==> src/rtl/spi_frame_slave_if.sv <==
// ---------------------------------------------------------------------------
// spi_frame_slave_if
//   Register-side bus between the SPI frame decoder and the register wrapper.
//
//   reg_addr [6:0]  address latched from the command byte
//   rw_out          1 = read frame (host reads from target)
//   addr_dv         command decoded and frame still open
//   rx_d     [7:0]  last received write-data byte
//   rxdv            one-cycle strobe, rx_d valid
//   tx_d     [7:0]  read data returned by the wrapper
//   tx_en           tx_d is valid (address maps to a readable register)
//   tx_load         one-cycle strobe, tx_d captured (pop for FIFO registers)
//
//   Modport "master" is the frame decoder, which originates the address and
//   write data; modport "slave" is the register wrapper answering it.
// ---------------------------------------------------------------------------
interface spi_frame_slave_if;
    logic [6:0] reg_addr;
    logic       rw_out;
    logic       addr_dv;
    logic [7:0] rx_d;
    logic       rxdv;
    logic [7:0] tx_d;
    logic       tx_en;
    logic       tx_load;

    modport master (
        output reg_addr, rw_out, addr_dv, rx_d, rxdv, tx_load,
        input  tx_d, tx_en
    );

    modport slave (
        input  reg_addr, rw_out, addr_dv, rx_d, rxdv, tx_load,
        output tx_d, tx_en
    );
endinterface

==> src/rtl/spi_frame_slave.sv <==
// ---------------------------------------------------------------------------
// spi_frame_slave
//   SPI mode-0 target front end. The SPI pins are oversampled in the clk
//   domain; each chip-select frame is decoded into a command byte
//   (R/W flag + 7-bit address) followed by any number of data bytes.
//
//   clk          system clock, at least 8x SCK
//   reset_n      synchronous, active-low reset
//   sck/cs_n/mosi  asynchronous SPI pins
//   miso         SPI data out, MSB first, 0 when not selected
//   frame_err    one-cycle strobe: cs_n released in the middle of a byte
//   byte_cnt     data bytes completed in the current frame (saturating)
//   bus          register-side interface (master modport)
// ---------------------------------------------------------------------------
module spi_frame_slave #(
    parameter int SYNC_STAGES = 2
) (
    input  logic                      clk,
    input  logic                      reset_n,
    input  logic                      sck,
    input  logic                      cs_n,
    input  logic                      mosi,
    output logic                      miso,
    output logic                      frame_err,
    output logic [7:0]                byte_cnt,
    spi_frame_slave_if.master         bus
);

    typedef enum logic [1:0] {IDLE, CMD, DATA} state_t;

    state_t state_reg, state_next;

    logic [SYNC_STAGES-1:0] sck_sync_reg, cs_sync_reg, mosi_sync_reg;
    logic       sck_hist_reg, cs_hist_reg;

    logic [7:0] shift_in_reg, shift_out_reg;
    logic [2:0] bit_cnt_reg;
    logic [7:0] byte_cnt_reg;
    logic [6:0] reg_addr_reg;
    logic       rw_reg, addr_dv_reg, rxdv_reg, frame_err_reg;
    logic [7:0] rx_d_reg;
    logic       load_req_reg, tx_load_reg;

    logic       sck_s, cs_s, mosi_s;
    logic       sck_rise, sck_fall, cs_rise, cs_fall, byte_end;
    logic [7:0] byte_in;

    assign sck_s  = sck_sync_reg[SYNC_STAGES-1];
    assign cs_s   = cs_sync_reg[SYNC_STAGES-1];
    assign mosi_s = mosi_sync_reg[SYNC_STAGES-1];

    // SCK edges only count while the synchronized select is active.
    assign sck_rise = sck_s & ~sck_hist_reg & ~cs_s;
    assign sck_fall = ~sck_s & sck_hist_reg & ~cs_s;
    assign cs_rise  = cs_s & ~cs_hist_reg;
    assign cs_fall  = ~cs_s & cs_hist_reg;
    assign byte_in  = {shift_in_reg[6:0], mosi_s};
    assign byte_end = sck_rise && (bit_cnt_reg == 3'd7);

    always_comb begin
        state_next = state_reg;
        case (state_reg)
            IDLE:    if (cs_fall) state_next = CMD;
            CMD:     if (cs_rise) state_next = IDLE;
                     else if (byte_end) state_next = DATA;
            DATA:    if (cs_rise) state_next = IDLE;
            default: state_next = IDLE;
        endcase
    end

    always_ff @(posedge clk) begin
        if (!reset_n) begin
            state_reg     <= IDLE;
            // The select chain clears to "selected" so that a reset taken in
            // the middle of a frame does not see a fresh cs_n fall: the rest of
            // that frame is ignored until cs_n goes high and low again.
            sck_sync_reg  <= '0;
            cs_sync_reg   <= '0;
            mosi_sync_reg <= '0;
            sck_hist_reg  <= 1'b0;
            cs_hist_reg   <= 1'b0;
            shift_in_reg  <= 8'h00;
            shift_out_reg <= 8'h00;
            bit_cnt_reg   <= 3'd0;
            byte_cnt_reg  <= 8'h00;
            reg_addr_reg  <= 7'h00;
            rw_reg        <= 1'b0;
            addr_dv_reg   <= 1'b0;
            rx_d_reg      <= 8'h00;
            rxdv_reg      <= 1'b0;
            frame_err_reg <= 1'b0;
            load_req_reg  <= 1'b0;
            tx_load_reg   <= 1'b0;
        end else begin
            state_reg     <= state_next;
            sck_sync_reg  <= {sck_sync_reg[SYNC_STAGES-2:0], sck};
            cs_sync_reg   <= {cs_sync_reg[SYNC_STAGES-2:0], cs_n};
            mosi_sync_reg <= {mosi_sync_reg[SYNC_STAGES-2:0], mosi};
            sck_hist_reg  <= sck_s;
            cs_hist_reg   <= cs_s;

            rxdv_reg      <= 1'b0;
            frame_err_reg <= 1'b0;
            load_req_reg  <= 1'b0;
            // A byte boundary requests read data one cycle later, which gives
            // the wrapper a cycle after addr_dv to present tx_d. A request is
            // dropped if the frame closes before it is served, so a FIFO is
            // never popped for a byte the host will not clock out.
            tx_load_reg   <= load_req_reg && (state_reg != IDLE) && !cs_rise;

            if (state_reg == IDLE) begin
                if (cs_fall) begin
                    bit_cnt_reg   <= 3'd0;
                    byte_cnt_reg  <= 8'h00;
                    shift_in_reg  <= 8'h00;
                    shift_out_reg <= 8'h00;
                end
            end else if (cs_rise) begin
                // Frame close wins over a simultaneous SCK rise.
                addr_dv_reg   <= 1'b0;
                shift_in_reg  <= 8'h00;
                bit_cnt_reg   <= 3'd0;
                frame_err_reg <= (bit_cnt_reg != 3'd0);
            end else begin
                if (sck_rise) begin
                    shift_in_reg <= byte_in;
                    bit_cnt_reg  <= bit_cnt_reg + 3'd1;
                end
                if (byte_end) begin
                    if (state_reg == CMD) begin
                        rw_reg       <= byte_in[7];
                        reg_addr_reg <= byte_in[6:0];
                        addr_dv_reg  <= 1'b1;
                        load_req_reg <= byte_in[7];
                    end else begin
                        if (byte_cnt_reg != 8'hFF)
                            byte_cnt_reg <= byte_cnt_reg + 8'd1;
                        if (rw_reg) begin
                            load_req_reg <= 1'b1;
                        end else begin
                            rx_d_reg <= byte_in;
                            rxdv_reg <= 1'b1;
                        end
                    end
                end
                // The fall right after a boundary sees bit_cnt == 0 and leaves
                // the freshly loaded MSB on miso for the host's next rise.
                if (tx_load_reg)
                    shift_out_reg <= bus.tx_en ? bus.tx_d : 8'h00;
                else if (sck_fall && (bit_cnt_reg != 3'd0))
                    shift_out_reg <= {shift_out_reg[6:0], 1'b0};
            end
        end
    end

    assign miso         = (state_reg != IDLE) ? shift_out_reg[7] : 1'b0;
    assign frame_err    = frame_err_reg;
    assign byte_cnt     = byte_cnt_reg;
    assign bus.reg_addr = reg_addr_reg;
    assign bus.rw_out   = rw_reg;
    assign bus.addr_dv  = addr_dv_reg;
    assign bus.rx_d     = rx_d_reg;
    assign bus.rxdv     = rxdv_reg;
    assign bus.tx_load  = tx_load_reg;

endmodule
==> src/flat_wrapper.sv <==
// flat-port wrapper written by rule: the top's interface ports become plain ports
module spi_frame_slave_flat 
#(
    parameter int SYNC_STAGES = 2
)
  (clk, reset_n, sck, cs_n, mosi, miso, frame_err, byte_cnt, bus_reg_addr, bus_rw_out, bus_addr_dv, bus_rx_d, bus_rxdv, bus_tx_load, bus_tx_d, bus_tx_en);
  spi_frame_slave_if bus_i ();
  input  logic clk;
  input  logic reset_n;
  input  logic sck;
  input  logic cs_n;
  input  logic mosi;
  output logic miso;
  output logic frame_err;
  output logic [7:0] byte_cnt;
  output wire logic [$bits(bus_i.reg_addr)-1:0] bus_reg_addr;
  output wire logic [$bits(bus_i.rw_out)-1:0] bus_rw_out;
  output wire logic [$bits(bus_i.addr_dv)-1:0] bus_addr_dv;
  output wire logic [$bits(bus_i.rx_d)-1:0] bus_rx_d;
  output wire logic [$bits(bus_i.rxdv)-1:0] bus_rxdv;
  output wire logic [$bits(bus_i.tx_load)-1:0] bus_tx_load;
  input wire logic [$bits(bus_i.tx_d)-1:0] bus_tx_d;
  input wire logic [$bits(bus_i.tx_en)-1:0] bus_tx_en;
  assign bus_reg_addr = bus_i.reg_addr;
  assign bus_rw_out = bus_i.rw_out;
  assign bus_addr_dv = bus_i.addr_dv;
  assign bus_rx_d = bus_i.rx_d;
  assign bus_rxdv = bus_i.rxdv;
  assign bus_tx_load = bus_i.tx_load;
  assign bus_i.tx_d = bus_tx_d;
  assign bus_i.tx_en = bus_tx_en;
  spi_frame_slave #(.SYNC_STAGES(SYNC_STAGES)) u_core (.clk(clk), .reset_n(reset_n), .sck(sck), .cs_n(cs_n), .mosi(mosi), .miso(miso), .frame_err(frame_err), .byte_cnt(byte_cnt), .bus(bus_i));
endmodule
==> config.mk <==
export PLATFORM = sky130hd
export DESIGN_NAME = spi_frame_slave_flat
export DESIGN_NICKNAME = d
export VERILOG_FILES = /design/src/rtl/spi_frame_slave_if.sv /design/src/rtl/spi_frame_slave.sv /design/src/flat_wrapper.sv
export SDC_FILE = /design/constraint.sdc
export NUM_CORES = 1
export LEC_CHECK = 0
export CAP_MARGIN = 10
export CORE_MARGIN = 8
export CORE_UTILIZATION = 35
export DETAILED_ROUTE_END_ITERATION = 8
export GPL_TIMING_DRIVEN = 0
export SYNTH_ARGS = -nofsm -noshare
export SYNTH_HDL_FRONTEND = slang
export SYNTH_SLANG_ARGS = --single-unit
==> constraint.sdc <==
create_clock -name clk -period 2.9 [get_ports clk]
set_input_delay 0.58 -clock clk [delete_from_list [all_inputs] [get_ports clk]]
set_output_delay 0.58 -clock clk [all_outputs]
set_load 0.1 [all_outputs]
After elaboration in Yosys (flattened, before gate mapping):

Index checks and enable logic that the tools add are counted.

* memory bits (writable): 0
* latch bits: 0
* register bits: 57
* ROM bits: 0
* output and inout bits: 29
* input bits: 14
* memories: 0
* word-level logic and storage cells: 99

* $lt $le $gt $ge: 0
* mux-type cells: 30
* divide/modulo/power cells: 0
* shift operators: 0
* equal/unequal tests: 9
* bitwise operators: 16
* add/subtract/negate cells: 2
* multipliers: 0
* reductions and logical operators: 24

Operators with widths (number)
* 2-to-1 mux 8 bit: 11
* 2-to-1 mux 7 bit: 3
* 2-to-1 mux 3 bit: 4
* NOT 1 bit: 10
* AND reduction 5 bit: 2
* nonzero test 2 bit: 5
* AND reduction 3 bit: 3
* nonzero test 3 bit: 3
* adder 8 x 1 -> 8 bit, second input constant: 1
* 2-to-1 mux 2 bit: 4
* != test 8 bit, second input constant: 1
* 2-to-1 mux 1 bit: 7
* AND 1 bit: 6
* != test 2 x 1 -> 1 bit, second input constant: 3
* case mux 2 bit (3 select lines): 1
* OR reduction 5 bit: 1
* logical AND 1 bit: 4
* AND reduction 4 bit: 1
* OR reduction 4 bit: 1
* adder 3 x 1 -> 3 bit, second input constant: 1
* equality test 3 bit, second input constant: 1
* != test 3 x 1 -> 1 bit, second input constant: 1
* OR reduction 3 bit: 1
* equality test 2 x 1 -> 1 bit, second input constant: 1
* other kinds (5): 5

Logic depth before layout (Yosys ltp):

Gate-level depths: netlist of run 1.

* depth in word-level cells: 8
* depth in mapped cells: 7
* depth with buffers taken out: 6

Worst setup path before layout of run 1:

No wires, ideal clock.

* kind: register to register
* start point: register u_core.byte_cnt_reg[1] (netlist: u_core.byte_cnt[1])
* end point: register u_core.byte_cnt_reg[7] (netlist: u_core.byte_cnt[7])
* stages on the path, launching flop included: 6
* clock period less this slack: 2184 ps
* arrival: 2092 ps
* buffers on the path: 0
* library setup time: 91 ps
* data required time: 2809 ps
* slack: 716 ps
* path through: dfxtp_1 ha_1 nand4_1 o21ai_1 a21oi_2 a311oi_1

* cells in the longest elaborated chain, start to end: 6
* elaborated cells on any way between the ends: 9
* those cells by class: add/sub: 1; eq/ne: 1; mux: 5; reduce/logical: 2

RTL lines
* from (decl): line spi_frame_slave.sv:38 `logic [7:0] byte_cnt_reg;`
* from (signal assigned): line spi_frame_slave.sv:137 `byte_cnt_reg <= byte_cnt_reg + 8'd1;`
* adder 8 x 1 -> 8 bit: line spi_frame_slave.sv:137
* 2-to-1 mux 8 bit: line spi_frame_slave.sv:136 `if (byte_cnt_reg != 8'hFF)`
* 2-to-1 mux 8 bit: line spi_frame_slave.sv:130 `if (state_reg == CMD) begin`
* 2-to-1 mux 8 bit: line spi_frame_slave.sv:129 `if (byte_end) begin`
* 2-to-1 mux 8 bit: line spi_frame_slave.sv:118 `end else if (cs_rise) begin`
* 2-to-1 mux 8 bit: line spi_frame_slave.sv:111 `if (state_reg == IDLE) begin`

Several ways; a longest one is shown, not always the timed one. The select of a mux whose other input is x is not followed.
A chain may end at the register's enable or synchronous reset.

Worst setup path in the final report of run 1:

* start point: register u_core.state_reg[1]
* end point: output port miso

* cells in the longest elaborated chain, start to end: 2

RTL lines
* from (decl): line spi_frame_slave.sv:31 `state_t state_reg, state_next;`
* from (signal assigned): line spi_frame_slave.sv:95 `state_reg <= state_next;`
* nonzero test 2 bit: line spi_frame_slave.sv:156 `assign miso = (state_reg != IDLE) ? shift_out_reg[7] : 1'b0;`
* 2-to-1 mux 1 bit: line spi_frame_slave.sv:156
* to (decl): line flat_wrapper.sv:13 `output logic miso;`

No other way between the ends.

==> results of run 1 <==
-- placed cells by master (no fill, tap or decap), types with 7 or more instances in the layout --
cell             netlist  routed
clkbuf_8               0       9
a22o_1                 7       7
a21oi_1               22      22
a21oi_2                8       8
and2_1                11      11
nor3_1                18      18
nand2_1               26      26
nor2_1                23      23
inv_1                  7       7
nand3_1               12      12
clkdlybuf4s50_1        0      41
dfxtp_1               57      57
mux2i_1               10      10
-- through the flow --
step                setup WS [ps]  hold WS (ps)  power [uW]  std cells    util
floorplan                   716.5         405.7       874.7        267       -
global placement            311.3         415.3       910.4        389  0.4356
detailed placement          331.9         421.2       910.8        389  0.4356
CTS                         223.6         436.8        1747        405  0.4689
global route                110.0         469.4        1799        405  0.4689
finish                      250.2         433.8        1731        405  0.4689
-- what timing repair did --
item | CTS | global route
resized for setup | 1 | 0
endpoints found under the setup margin | 1 | 0
hold buffers | 0 | 0
-- routing by layer --
layer	vias to the layer above	share of wire	track usage
li1	1062	-	-
met1	929	0.49	0.1541
met2	56	0.43	0.1746
met3	5	0.067	0.05215
met4	0	0.012	0.03896
met5	-	0	0
-- logic make-up (layout without fill, tap and decap cells) --
logic type               Yosys count  in the layout  synth area share
AO/OA/AOI/OAI                     64             64            0.1784
flip-flops                        57             57            0.4743
AND/OR/NAND/NOR                  111            111            0.2382
adder cells (fa/ha/maj)            4              4           0.02080
buffers and inverters             21             79           0.04680
multiplexers                      10             10           0.04160
-- worst min path at each step --
stage | cells past startpoint | startpoint | slack, ps | endpoint
6_report | 1 | u_core.sck_sync_reg[0] | 430 | u_core.sck_sync_reg[1]
5_1_grt | 1 | u_core.sck_sync_reg[0] | 470 | u_core.sck_sync_reg[1]
4_1_cts | 1 | u_core.sck_sync_reg[0] | 440 | u_core.sck_sync_reg[1]
3_5_place_dp | 1 | u_core.sck_sync_reg[0] | 420 | u_core.sck_sync_reg[1]
3_3_place_gp | 1 | u_core.sck_sync_reg[0] | 420 | u_core.sck_sync_reg[1]
2_1_floorplan | 1 | u_core.load_req_reg | 410 | u_core.bus.tx_load
-- power by group through the flow --
stage / logic (uW) / clock network (uW) / registers [uW]
5_1_grt: 92.6 / 896 / 811
6_report: 83.3 / 839 / 809
2_1_floorplan: 52.4 / 0 / 822
3_5_place_dp: 83.8 / 0 / 827
3_3_place_gp: 83.5 / 0 / 827
4_1_cts: 84.3 / 854 / 809
-- final cells by class --
| cell class | count | area [um2] |
|---|---|---|
| Inverter | 7 | 26.28 |
| Tap cell | 80 | 100.1 |
| Clock buffer | 9 | 123.9 |
| Timing Repair Buffer | 42 | 419.2 |
| Buffer | 14 | 86.33 |
| Clock inverter | 7 | 101.3 |
| Sequential cell | 57 | 1141 |
| Fill cell | 671 | 3568 |
| Multi-Input combinational cell | 189 | 1152 |
-- worst register-to-register path, stage by stage, from the launching register on --
cell       delay (ps)
dfxtp_1           360
ha_1              160
ha_1              200
and4bb_2          270
buf_4             180
nand2_1            70
o41ai_1           290
o2bb2ai_1         150
==> tab_implementation.tex, run 1 <==
\begin{tabular}{lr}
\hline
Metric & Value \\
\hline
\multicolumn{2}{l}{\textbf{Synthesis}} \\
\quad Gate Count Post-Synth & 267 \\
\quad Mean Syn Cell Area & $\sim$9 um2 \\
\quad Number of synthesized flops with an enable pin & 0 \\
\quad Proportion of synthesized chip area in sequential cells & 0.4743 \\
\quad Top-area cell type share of the netlist area & 0.4743 \\
\quad Post-Syn Area & between 2000 and 2500 um2 \\
\quad Synth cell types & 44 \\
\quad Most area-consuming cells after synthesis & dfxtp\_1 (47\%), a21oi\_1 (4.6\%), mux2i\_1 (4.2\%) \\
\quad Post-synth net total & around 290 \\
\quad Async set-reset flop share out of synthesis & 0 \\
\quad Commonest cells in the synthesized netlist & dfxtp\_1 (57), nand2\_1 (26), nor2\_1 (23), a21oi\_1 (22), nor3\_1 (18) \\
\quad Synthesis-stage register bit count & 57 \\
\quad Most used flip-flop cell after synthesis & dfxtp\_1 \\
\quad Most numerous cell in the Yosys netlist & dfxtp\_1 \\
\quad Largest area contributor in the synthesized netlist & dfxtp\_1 \\
\quad Number of synthesis warnings & 0 \\
\multicolumn{2}{l}{\textbf{Critical path}} \\
\quad Setup crit end kind & output port \\
\quad R2R cell count & 7 \\
\quad Biggest cell delay along the critical path & 860 ps \\
\quad Reg-to-Reg Start & u\_core.bit\_cnt\_reg[1] \\
\quad Buf+Inv Stages, Crit Path & 2 \\
\quad Crit start category & flip-flop \\
\quad Cells along the critical path & or2\_1 > buf\_6 > and2\_1 > dlygate4sd2\_1 \\
\quad Worst reg2reg setup slack & 1140 ps \\
\quad Endpoint required time on the critical path & about 2300 ps \\
\quad Worst Setup EP & miso \\
\quad Crit path depth & 4 \\
\quad Worst setup path start & u\_core.state\_reg[1] \\
\quad Crit-path max FO & 10 \\
\quad Crit Path Class & flip-flop to output port \\
\quad Reg-to-Reg End & u\_core.byte\_cnt[6] \\
\quad Data arrival, critical path & around 2100 ps \\
\quad Kind of cell adding the most delay to the critical path & buffers and inverters \\
\quad Worst-path cell with the longest stage delay & dlygate4sd2\_1 \\
\multicolumn{2}{l}{\textbf{STA}} \\
\quad RSZ-0062 raised after global routing & false \\
\quad Time the final worst path needs with I/O delays and setup & around 2600 ps \\
\quad Slew at the pin with the worst max-slew slack & 979.5 ps \\
\quad Sum of negative setup slack & 0 ps \\
\quad Headroom to the max-slew limit & 0.3450 \\
\quad Worst-case clock skew & 15.20 ps \\
\quad Final critical-path share of the clock period & 0.9137 \\
\quad Setup-violating endpoint count in the final report & 0 \\
\quad Final-report max-slew violation count & 0 \\
\quad Maximum achievable frequency & 377.4 MHz \\
\quad Hold Fails Final Rpt & 0 \\
\multicolumn{2}{l}{\textbf{Power and ir drop}} \\
\quad Part of the total power dissipated in sequential elements & 0.467 \\
\quad Standby leakage power & 0.001136 uW \\
\quad Part of the total power dissipated in the clock network & 0.485 \\
\quad Part of the total power dissipated in combinational logic & 0.048 \\
\quad Power Internal & 1326 uW \\
\quad Net Sw Frac & 0.2340 \\
\quad Net Switching & 405.1 uW \\
\quad Maximum VDD drop & 261.1 uV \\
\quad Total power divided by cell area & $\sim$550 nW/um2 \\
\multicolumn{2}{l}{\textbf{Placement}} \\
\quad Post-detailed-placement cell area & 2927 um2 \\
\quad Count of buffers inserted at the top-level ports & 42 \\
\quad HPWL Detailed & 3.900 mm \\
\quad Routability Congestion & approximately 0.8 \\
\multicolumn{2}{l}{\textbf{Clocking}} \\
\quad Clock-pin slew on the worst setup and hold paths & 70 ps \\
\quad Inserted Clock Buffers & 9 \\
\quad TritonCTS clock tree & done \\
\quad Insertion delay of the later-clocked pin in the worst-skew pair & 340 ps \\
\quad Clock tree buffer depth & 2 \\
\quad Htree depth & 3 \\
\quad TritonCTS sink count & 57 \\
\quad Root buffer selected by CTS & clkbuf\_8 \\
\quad Count of buffers added by post-CTS timing repair for setup & 0 \\
\multicolumn{2}{l}{\textbf{Floorplanning}} \\
\quad Die outline height & a little under 100 um \\
\quad Top-level port count & 43 \\
\quad Total die area & 9783 um2 \\
\quad Die X & 98.91 um \\
\quad Number of core rows & 30 \\
\quad Initial Util & 0.3581 \\
\quad CORE AREA & 6719 um2 \\
\multicolumn{2}{l}{\textbf{Route}} \\
\quad Via-to-Cell Ratio & $\sim$5.1 \\
\quad Remaining DRCs & 0 \\
\quad Iteration-0 DRC Markers & 151 \\
\quad Total via count after detailed routing & 2052 \\
\quad Final ANT Viol Nets & 0 \\
\quad Routed len/inst & roughly 14 um \\
\quad Detailed Route WL & 5.573 mm \\
\quad First-pass DRT Iterations & 4 \\
\multicolumn{2}{l}{\textbf{Global route}} \\
\quad Number of antenna violations at the first check in global routing & 0 \\
\quad Vias in the first global route & 1925 \\
\quad Global-route wire length before repair & 9.473 mm \\
\quad Largest net degree at the start of global routing & 13 \\
\quad Combined global-route utilization of all metal layers & 0.1200 \\
\quad Grt total ovfl & 0 \\
\multicolumn{2}{l}{\textbf{Run status}} \\
\quad Status & complete, no violations \\
\multicolumn{2}{l}{\textbf{Flow run}} \\
\quad Maximum capacitance violations & 0 \\
\multicolumn{2}{l}{\textbf{Min path}} \\
\quad Hold crit path type & flip-flop to flip-flop \\
\multicolumn{2}{l}{\textbf{Finish}} \\
\quad Final instance area & 3151 um2 \\
\quad Count of inserted antenna diode cells & 0 \\
\quad Share of post-route cells with drive strength above 1 & 0.1200 \\
\quad Area growth, synth to finish & 30.94\% \\
\quad Number of nets in the layout & 338 \\
\hline
\end{tabular}
Note: power is estimated with default switching activity, not from simulation.
==> run 2: changes to the inputs <==
Settings changed: CORE_MARGIN 8 to 1.5.
==> run 2 against run 1 <==
  * Final area barely moved
  * Register-to-register slack barely moved
  * Die area fell by 25%
  * Non-clock buffer count did not move
  * Critical endpoint unchanged
  * Setup slack got worse by 22 ps
  * Critical path depth did not move
  * Highest routed layer unchanged
  * Clock power barely moved
  * Largest cell class unchanged
  * First-iteration DRC count fell by 58%
==> tab_implementation.tex, run 2 (same netlist as run 1, synthesis figures left out) <==
\begin{tabular}{lr}
\hline
Metric & Value \\
\hline
\multicolumn{2}{l}{\textbf{Run status}} \\
\quad Status & complete, no violations \\
\multicolumn{2}{l}{\textbf{Clocking}} \\
\quad Clock tree buffer depth & 2 (unchanged) \\
\quad TritonCTS sink count & 57 (unchanged) \\
\quad Root buffer selected by CTS & clkbuf\_8 \\
\quad Number of hold buffers added after cts & 0 (unchanged) \\
\quad Inserted Clock Buffers & 9 (unchanged) \\
\quad Insertion delay of the later-clocked pin in the worst-skew pair & 340 ps (about the same) \\
\quad Htree depth & 3 (unchanged) \\
\quad TritonCTS clock tree & done \\
\quad Clock-pin slew on the worst setup and hold paths & 70 ps (about the same) \\
\multicolumn{2}{l}{\textbf{Finish}} \\
\quad Area growth, synth to finish & 31.05\% (about the same) \\
\quad Most frequent standard cell in the layout excluding fill and tap cells & dfxtp\_1 \\
\quad Share of post-route cells with drive strength above 1 & 0.1200 (unchanged) \\
\quad Count of inserted antenna diode cells & 0 (unchanged) \\
\quad Highest-count cells in the layout ignoring fill and taps & dfxtp\_1 (57), clkdlybuf4s50\_1 (41), nand2\_1 (26), nor2\_1 (23), a21oi\_1 (22) \\
\quad Area of the multi-input gates & 1152 um2 (unchanged) \\
\quad Footprint of the flip-flops and latches & 1141 um2 (unchanged) \\
\quad Layout filler cell count & 667 (-0.60\%) \\
\quad Number of nets in the layout & 338 (unchanged) \\
\multicolumn{2}{l}{\textbf{Power and ir drop}} \\
\quad Maximum VDD drop & 234.8 uV (-10\%) \\
\quad Total power divided by cell area & 549.5 nW/um2 (about the same) \\
\quad Standby leakage power & 0.001143 uW (+0.66\%) \\
\multicolumn{2}{l}{\textbf{STA}} \\
\quad Maximum achievable frequency & 374.3 MHz (-0.81\%) \\
\quad Final critical-path share of the clock period & 0.9212 (+0.007436) \\
\quad Slew at the pin with the worst max-slew slack & 965.7 ps (-13.82 ps) \\
\quad Headroom to the max-slew limit & 0.3542 (+0.009244) \\
\quad Time the final worst path needs with I/O delays and setup & 2671 ps (+21.56 ps) \\
\quad Post-route setup slack & 228.6 ps (-21.56 ps) \\
\quad Setup-violating endpoint count in the final report & 0 (unchanged) \\
\quad Sum of negative setup slack & 0 ps (unchanged) \\
\quad RSZ-0062 raised after global routing & false \\
\quad Hold Fails Final Rpt & 0 (unchanged) \\
\quad Final-report max-slew violation count & 0 (unchanged) \\
\quad Worst-case clock skew & 6.982 ps (-8.221 ps) \\
\multicolumn{2}{l}{\textbf{Placement}} \\
\quad Count of buffers inserted at the top-level ports & 42 (unchanged) \\
\quad Routability Congestion & 0.8103 (+1.5\%) \\
\quad HPWL Detailed & 3.653 mm (-6.3\%) \\
\quad Placement Setup Slack & 331.7 ps (-0.1960 ps) \\
\multicolumn{2}{l}{\textbf{Critical path}} \\
\quad Worst-path cell with the longest stage delay & dlygate4sd2\_1 \\
\quad Kind of cell adding the most delay to the critical path & buffers and inverters \\
\quad Setup crit end kind & output port \\
\quad Crit start category & flip-flop \\
\quad Biggest cell delay along the critical path & 860 ps (about the same) \\
\quad Buf+Inv Stages, Crit Path & 2 (unchanged) \\
\quad Cells along the critical path & or2\_1 > buf\_6 > and2\_1 > dlygate4sd2\_1 \\
\quad Crit-path max FO & 10 (unchanged) \\
\quad Crit Path Class & flip-flop to output port \\
\quad Endpoint required time on the critical path & 2320 ps (about the same) \\
\quad Data arrival, critical path & 2090 ps (+20 ps) \\
\multicolumn{2}{l}{\textbf{Flow run}} \\
\quad Maximum capacitance violations & 0 (unchanged) \\
\multicolumn{2}{l}{\textbf{Global route}} \\
\quad Grt total ovfl & 0 (unchanged) \\
\quad Largest net degree at the start of global routing & 13 (unchanged) \\
\quad Vias in the first global route & 1891 (-1.8\%) \\
\quad Global-route wire length before repair & 9.025 mm (-4.7\%) \\
\quad Number of antenna violations at the first check in global routing & 0 (unchanged) \\
\quad Combined global-route utilization of all metal layers & 0.1573 (+0.03732) \\
\multicolumn{2}{l}{\textbf{Route}} \\
\quad First-pass DRT Iterations & 4 (unchanged) \\
\quad Final ANT Viol Nets & 0 (unchanged) \\
\quad Detailed Route WL & 5.249 mm (-5.8\%) \\
\quad Via-to-Cell Ratio & 5.089 (+0.44\%) \\
\quad Iteration-0 DRC Markers & 64 (-58\%) \\
\quad Remaining DRCs & 0 (unchanged) \\
\quad Routed len/inst & 12.96 um (-5.8\%) \\
\quad Total via count after detailed routing & 2061 (+0.44\%) \\
\multicolumn{2}{l}{\textbf{Floorplanning}} \\
\quad Number of core rows & 30 (unchanged) \\
\quad Total die area & 7381 um2 (-25\%) \\
\quad Top-level port count & 43 (unchanged) \\
\quad Die X & 85.91 um (-13\%) \\
\quad Initial Util & 0.3581 (unchanged) \\
\quad CORE AREA & 6719 um2 (unchanged) \\
\quad Die outline height & 85.91 um (-13\%) \\
\multicolumn{2}{l}{\textbf{Min path}} \\
\quad Hold crit path type & flip-flop to flip-flop \\
\hline
\end{tabular}
==> run 2: cell count changes in the layout (fill, tap and decap cells not counted) <==
| cell | change |
|---|---|
| clkinvlp_4 | -2 |
| clkinv_4 | +3 |
| inv_6 | -1 |
==> run 2: routing by layer <==
metal | up-vias | global-route usage | part of all wire
met2 | 49 | 0.2355 | 0.43
met3 | 12 | 0.03850 | 0.042
met5 | - | 0 | 0
met4 | 0 | 0.08798 | 0.023
met1 | 943 | 0.2077 | 0.51
li1 | 1057 | - | -
==> run 2: layout make-up <==
type                       instances  share of cell area
timing repair buffer              42              0.1329
inverter                           7            0.008333
sequential                        57              0.3619
multi-input combinational        189              0.3655
tap                               80             0.03175
clock buffer                       9             0.03929
buffer                            14             0.02738
clock inverter                     7             0.03294
==> run 2: through the flow <==
step                cell area [um2]  hold slack, ps  total power (uW)  instances  utilization
floorplan                      2406           405.7             874.7        267            -
global placement               2927           414.9             910.5        389       0.4356
detailed placement             2927           419.2             911.6        389       0.4356
CTS                            3153           435.1              1750        405       0.4693
global route                   3153           455.7              1803        405       0.4693
finish                         3153           432.6              1733        405       0.4693
==> run 2: what timing repair did <==
item                       CTS  global route
setup buffers                0             0
resized for setup            1             0
hold endpoints to repair     0             0
setup endpoints to repair    1             0
==> run 2: power breakdown <==
| part | internal (uW) | leakage [uW] | total, uW | switching, uW |
|---|---|---|---|---|
| Sequential | 796 | 0.000461 | 809 | 13.4 |
| Clock | 492 | 0.000114 | 840 | 348 |
| Combinational | 39.7 | 0.000568 | 83.7 | 44.0 |
| Total | 1330 | 0.00114 | 1730 | 406 |
==> run 2: worst paths after layout <==
| kind | end | startpoint | cells past startpoint | slack, ps |
|---|---|---|---|---|
| worst min-delay path | u_core.sck_sync_reg[1] | u_core.sck_sync_reg[0] | 1 | 430 |
| worst min register to register | u_core.sck_sync_reg[1] | u_core.sck_sync_reg[0] | 1 | 430 |
| worst max-delay path | miso | u_core.state_reg[0] | 4 | 230 |
| worst max register to register | u_core.byte_cnt[1] | u_core.bit_cnt_reg[1] | 6 | 1140 |
